--- config.mk ---
export PLATFORM = sky130hd
export DESIGN_NAME = ts_sync_scheduler
export DESIGN_NICKNAME = d
export VERILOG_FILES = /design/src/rtl/ts_sync_pkg.sv /design/src/rtl/sync_2ff.sv /design/src/rtl/ts_sync_scheduler.sv
export SDC_FILE = /design/constraint.sdc
export NUM_CORES = 1
export LEC_CHECK = 0
export CORE_MARGIN = 2
export CORE_UTILIZATION = 45
export CTS_CLUSTER_DIAMETER = 100
export DETAILED_ROUTE_END_ITERATION = 8
export GPL_ROUTABILITY_DRIVEN = 1
export PLACE_DENSITY_LB_ADDON = 0.2
export SYNTH_ARGS = -nofsm -noshare
export SYNTH_HDL_FRONTEND = slang
export SYNTH_HIERARCHICAL = 1
export SYNTH_SLANG_ARGS = --single-unit
--- constraint.sdc ---
create_clock -name timestamp_int_clk -period 2.3 [get_ports timestamp_int_clk]
set_input_delay 0.23 -clock timestamp_int_clk [delete_from_list [all_inputs] [get_ports timestamp_int_clk]]
set_output_delay 0.23 -clock timestamp_int_clk [all_outputs]
set_load 0.05 [all_outputs]
--- src/rtl/ts_sync_pkg.sv ---
// Shared definitions for the timestamp sync scheduler: FSM state
// encoding and the default mirror-counter width.
package ts_sync_pkg;

    typedef enum logic [1:0] {
        ST_IDLE  = 2'd0,
        ST_RESET = 2'd1,
        ST_RUN   = 2'd2,
        ST_STOP  = 2'd3
    } state_e;

    localparam int TS_WIDTH_DEF = 10;

endpackage

--- src/rtl/sync_2ff.sv ---
// Generic 2-FF level synchroniser, async active-low reset to 0.
// Ports: clk, rst_n, d (async level in), q (synchronised level out).
module sync_2ff (
    input  logic clk,
    input  logic rst_n,
    input  logic d,
    output logic q
);

    logic meta_q;
    logic sync_q;

    always_ff @(posedge clk or negedge rst_n) begin
        if (!rst_n) begin
            meta_q <= 1'b0;
            sync_q <= 1'b0;
        end else begin
            meta_q <= d;
            sync_q <= meta_q;
        end
    end

    assign q = sync_q;

endmodule

--- src/rtl/ts_sync_scheduler.sv ---
// Sequences chip reset, a glitch-free div-2 timestamp clock, a mirror
// timestamp counter and a stretched pattern-generator sync pulse.
// Ports: timestamp_int_clk/cpu_resetn (clock, async active-low reset);
//   run_req (async level), sync_on_overflow, trigger_ts (quasi-static);
//   ts_clk_out, chip_res_n, ts_count, ts_overflow, inj_sync, state, busy.
module ts_sync_scheduler
    import ts_sync_pkg::*;
#(
    parameter int TS_WIDTH = TS_WIDTH_DEF,
    parameter int RES_HOLD = 16,
    parameter int STRETCH  = 4
) (
    input  logic                timestamp_int_clk,
    input  logic                cpu_resetn,
    input  logic                run_req,
    input  logic                sync_on_overflow,
    input  logic [TS_WIDTH-1:0] trigger_ts,
    output logic                ts_clk_out,
    output logic                chip_res_n,
    output logic [TS_WIDTH-1:0] ts_count,
    output logic                ts_overflow,
    output logic                inj_sync,
    output logic [1:0]          state,
    output logic                busy
);

    localparam int HW = (RES_HOLD > 1) ? $clog2(RES_HOLD) : 1;
    localparam int SW = $clog2(STRETCH + 1);
    localparam logic [HW-1:0] HOLD_INIT = HW'(RES_HOLD - 1);
    localparam logic [SW-1:0] STR_INIT  = SW'(STRETCH);

    logic                run_req_s;
    state_e              state_q, state_d;
    logic [HW-1:0]       hold_q, hold_d;
    logic                ts_clk_q, ts_clk_d;
    logic                chip_res_n_q, chip_res_n_d;
    logic [TS_WIDTH-1:0] count_q, count_d;
    logic                ovf_q, ovf_d;
    logic [SW-1:0]       stretch_q, stretch_d;
    logic [TS_WIDTH-1:0] trig_q, trig_d;

    logic                inc;
    logic                wrap;
    logic                fire;
    logic [TS_WIDTH-1:0] count_inc;

    sync_2ff u_run_sync (
        .clk   (timestamp_int_clk),
        .rst_n (cpu_resetn),
        .d     (run_req),
        .q     (run_req_s)
    );

    always_comb begin
        state_d      = state_q;
        hold_d       = hold_q;
        ts_clk_d     = 1'b0;
        chip_res_n_d = chip_res_n_q;
        count_d      = count_q;
        trig_d       = trig_q;
        inc          = 1'b0;
        count_inc    = count_q + TS_WIDTH'(1);

        unique case (state_q)
            ST_IDLE: begin
                if (run_req_s) begin
                    state_d      = ST_RESET;
                    trig_d       = trigger_ts;
                    count_d      = '0;
                    hold_d       = HOLD_INIT;
                    chip_res_n_d = 1'b0;
                end
            end
            ST_RESET: begin
                chip_res_n_d = 1'b0;
                if (!run_req_s) begin
                    state_d = ST_IDLE;
                end else if (hold_q == '0) begin
                    state_d      = ST_RUN;
                    chip_res_n_d = 1'b1;
                end else begin
                    hold_d = hold_q - HW'(1);
                end
            end
            ST_RUN: begin
                if (!run_req_s) begin
                    // A high phase must finish via STOP so it is never cut short.
                    state_d = ts_clk_q ? ST_STOP : ST_IDLE;
                end else begin
                    ts_clk_d = ~ts_clk_q;
                    inc      = ts_clk_q;
                end
            end
            ST_STOP: begin
                state_d = ST_IDLE;
            end
            default: begin
                state_d = ST_IDLE;
            end
        endcase

        if (inc) begin
            count_d = count_inc;
        end

        wrap  = inc & (&count_q);
        ovf_d = wrap;
        fire  = inc & (sync_on_overflow ? wrap : (count_inc == trig_q));

        // Retrigger reloads, so overlapping syncs merge into one longer pulse.
        if (fire) begin
            stretch_d = STR_INIT;
        end else if (stretch_q != '0) begin
            stretch_d = stretch_q - SW'(1);
        end else begin
            stretch_d = stretch_q;
        end
    end

    always_ff @(posedge timestamp_int_clk or negedge cpu_resetn) begin
        if (!cpu_resetn) begin
            state_q      <= ST_IDLE;
            hold_q       <= '0;
            ts_clk_q     <= 1'b0;
            chip_res_n_q <= 1'b0;
            count_q      <= '0;
            ovf_q        <= 1'b0;
            stretch_q    <= '0;
            trig_q       <= '0;
        end else begin
            state_q      <= state_d;
            hold_q       <= hold_d;
            ts_clk_q     <= ts_clk_d;
            chip_res_n_q <= chip_res_n_d;
            count_q      <= count_d;
            ovf_q        <= ovf_d;
            stretch_q    <= stretch_d;
            trig_q       <= trig_d;
        end
    end

    assign ts_clk_out  = ts_clk_q;
    assign chip_res_n  = chip_res_n_q;
    assign ts_count    = count_q;
    assign ts_overflow = ovf_q;
    assign inj_sync    = (stretch_q != '0);
    assign state       = state_q;
    assign busy        = (state_q != ST_IDLE);

endmodule

==> reports/results.tsv <==
stage	metric	value	unit
global_route	grt_overflow	0	
run	maxCapViolCount	0	
worst_setup_path	crit_path_max_fanout	8	
logic_synthesis	syn-num-nets	200	
power	comb_power_share	11.6	%
logic_synthesis	synth_edf_count	0	
worst_setup_path	crit_family	compound AO/OA/AOI/OAI gates	
floorplanning	ioPinCount	31	
clocking	cts_tree	done	
floorplanning	die_area	4600	sq um
timing	fin_crit_sh	90.1	%
power	max-vdd-ir-drop	0.392	mV
clocking	htreeDepth	2	
power	p_int	1040	uW
layout	syn2layout_area_growth	26.5	%
place	place_ws	0.240	ns
routing	drt-initial-drc-count	87	
place	place.gp.congestion	0.890	
timing	fin_skew	0.00937	ns
timing	rsz0062_at_grt	false	
clocking	root_buffer	clkbuf_8	
run_status	status	complete, no violations	
power	powerDensity	593	nW/um^2
floorplanning	die_h	67.8	um
worst_setup_path	cp.buffers_inverters	0	
place	io_buffers	30	
global_route	grt_first_pass_wirelength	6510	um
clocking	cts_hold_buffers	0	
worst_setup_path	slowest_stage	dfrtp_1	
worst_setup_path	r2r_start	ts_count[1]	
clocking	cts.sinks	34	
clocking	cts_made_buffers	5	
global_route	grt_max_degree	35	
routing	drc_errors	0	
clocking	path_clk_slew	0.08	ns
floorplanning	start_util	46.1	%
timing	slew_headroom	62.4	%
worst_setup_path	cp.required	2.47	ns
power	clkPwrFrac	39.9	%
timing	fin_ws	0.229	ns
worst_setup_path	rr_endpoint	stretch_q[2]	
worst_setup_path	cp.arrival	2.24	ns
layout	final_nets	236	
logic_synthesis	synth_warnings	6	
power	power_frac_seq	48.5	%
global_route	grt_usage	19.2	%
layout	n_fill_cell	345	
power	leakage	0.00102	uW
routing	wl_per_cell	14.7	um
worst_setup_path	regToRegSetupSlack	0.23	ns
place	place_area	2200	sq um
logic_synthesis	synth-async-reset-ratio	100	%
logic_synthesis	synth_ff_type	dfrtp_1	
floorplanning	rows	23	
timing	maxSlewViolCount	0	
floorplanning	die_w	67.8	um
worst_setup_path	crit_chain	ha_1 -> nor3b_1 -> o21a_1 -> o31ai_1 -> nor4_2 -> and4b_1 -> a211o_1	
logic_synthesis	yosysUniqueCellTypes	45	
layout	layout_commonest_cell	dfrtp_1	
clocking	clk_latency	0.29	ns
routing	vias	1485	
routing	ant_nets	0	
timing	fmax	483	MHz
timing	hold_viol_final	0	
layout	final_cell_mix	dfrtp_1, clkdlybuf4s50_1, nand2_1, o21ai_0	
timing	finalSetupTns	0	ns
routing	routed_wl	3960	um
worst_setup_path	cp-end-kind	flop	
routing	viasPerCell	5.52	
global_route	first_global_vias	1429	
logic_synthesis	synth_area	1830	sq um
worst_setup_path	r2r_cells	7	
global_route	antenna_found_initial	0	
layout	antenna_cells	0	
layout	final_cell_area	2320	sq um
timing	setup_viol	0	
logic_synthesis	synth_seq_cells	34	
hold_path	min_path_type	input port to asynchronous set/reset pin	
timing	period_needed	2.07	ns
worst_setup_path	cp-start-kind	flop	
worst_setup_path	cp_slowest_stage_delay	0.43	ns
clocking	cts_buffer_depth	2	
place	dpl.hpwl	2920	um
logic_synthesis	syn-instance-count	182	
worst_setup_path	crit_type	flop to flop	
power	power.switching	332	uW
floorplanning	core	3970	sq um
layout	drive_above_1_share	14.2	%
logic_synthesis	syn_area_per_cell	10.1	sq um
timing	max_slew.worst_pin.slew	0.562	ns
power	sw_frac_of_total	24.1	%
routing	first_pass_iters	6	
logic_synthesis	synth_seq_area_share	46.4	%
stage by stage:
stage | cells | hold WS, ns | util, % | total power, uW
after floorplan | 182 | -0.0656 | - | 769
after global placement | 261 | 0.336 | 55.4 | 830
after detailed placement | 261 | 0.340 | 55.4 | 839
after CTS | 269 | 0.357 | 58.3 | 1390
after global routing | 269 | 0.370 | 58.3 | 1440
final | 269 | 0.351 | 58.3 | 1370
layout make-up:
class / count / area, sq um / area share, %
clock buffers: 5 / 68.8 / 2.97
clock inverters: 3 / 45.0 / 1.94
inverters: 7 / 26.3 / 1.13
multi-input cells: 134 / 916 / 39.5
flip-flops and latches: 34 / 851 / 36.7
well taps: 50 / 62.6 / 2.70
repair buffers: 36 / 348 / 15.0
cells in the mapped netlist, drive strengths merged, types with 3 or more instances:
cell / number / area share (%)
dfrtp: 34 / 46
xor2: 6 / 2.9
a211oi: 4 / 1.6
a21o: 3 / 1.2
xnor2: 6 / 2.9
o21ai: 15 / 4.1
o31ai: 5 / 2.0
mux2: 11 / 6.8
nor2: 11 / 2.3
nor2b: 4 / 1.4
buf: 3 / 1.3
a21oi: 6 / 1.6
nand2: 15 / 3.2
inv: 7 / 1.4
and3: 5 / 2.0
clkbuf: 4 / 0.82
or3: 3 / 1.0
ha: 4 / 2.7
nand3: 8 / 2.2
nand2b: 4 / 1.4
routing by layer:
metal / track usage, % / vias up / share of wire, %
met5: 0 / - / 0
li1: - / 721 / -
met4: 7.75 / 0 / 1.8
met1: 22.9 / 718 / 42
met2: 32.8 / 38 / 52
met3: 5.17 / 8 / 4.9
worst reg2reg max path: stages (launching register included):
cell     delay (ns)
dfrtp_1        0.43
ha_1           0.28
nor3b_1        0.17
o21a_1         0.19
o31ai_1        0.28
nor4_2         0.08
and4b_1        0.24
a211o_1        0.27
power groups by stage:
stage | sequential, uW | clock (uW) | combinational (uW)
2_1_floorplan | 670 | 0 | 99.1
3_3_place_gp | 676 | 0 | 154
3_5_place_dp | 678 | 0 | 161
4_1_cts | 666 | 561 | 162
5_1_grt | 670 | 592 | 176
6_report | 667 | 549 | 159
how the worst max path moves through the flow:
stage | cells past startpoint | from | slack, ns | to
after global routing | 7 | ts_count[1] | 0.10 | stretch_q[0]
after floorplan | 7 | ts_count[0] | 0.02 | stretch_q[0]
final | 7 | ts_count[1] | 0.23 | stretch_q[2]
after global placement | 6 | ts_count[8] | 0.29 | stretch_q[0]
after CTS | 5 | stretch_q[0] | 0.08 | inj_sync
after detailed placement | 7 | ts_count[1] | 0.24 | stretch_q[1]
registers in the layout, indices dropped and copies added (netlist names):
register	count
trig_q	10
ts_clk_out	1
ts_overflow	1
ts_count	10
chip_res_n	1
u_run_sync/q	1
hold_q	4
state	2
stretch_q	3
u_run_sync/meta_q	1
logic make-up after synthesis:
| family | Yosys count | synth area share (%) |
|---|---|---|
| AOI/OAI and AO/OA | 43 | 15.0 |
| xor gates and xnor gates | 12 | 5.74 |
| adders and majority gates | 4 | 2.73 |
| buffers and inverters | 14 | 3.55 |
| DFF | 34 | 46.4 |
| muxes | 11 | 6.76 |
| and+or+nand+nor | 64 | 19.7 |
what timing repair did:
action                     CTS  global route
resized for setup            0             1
setup endpoints to repair    0             1
buffers inserted             0             0
Note: power is estimated with default switching activity, not from simulation.
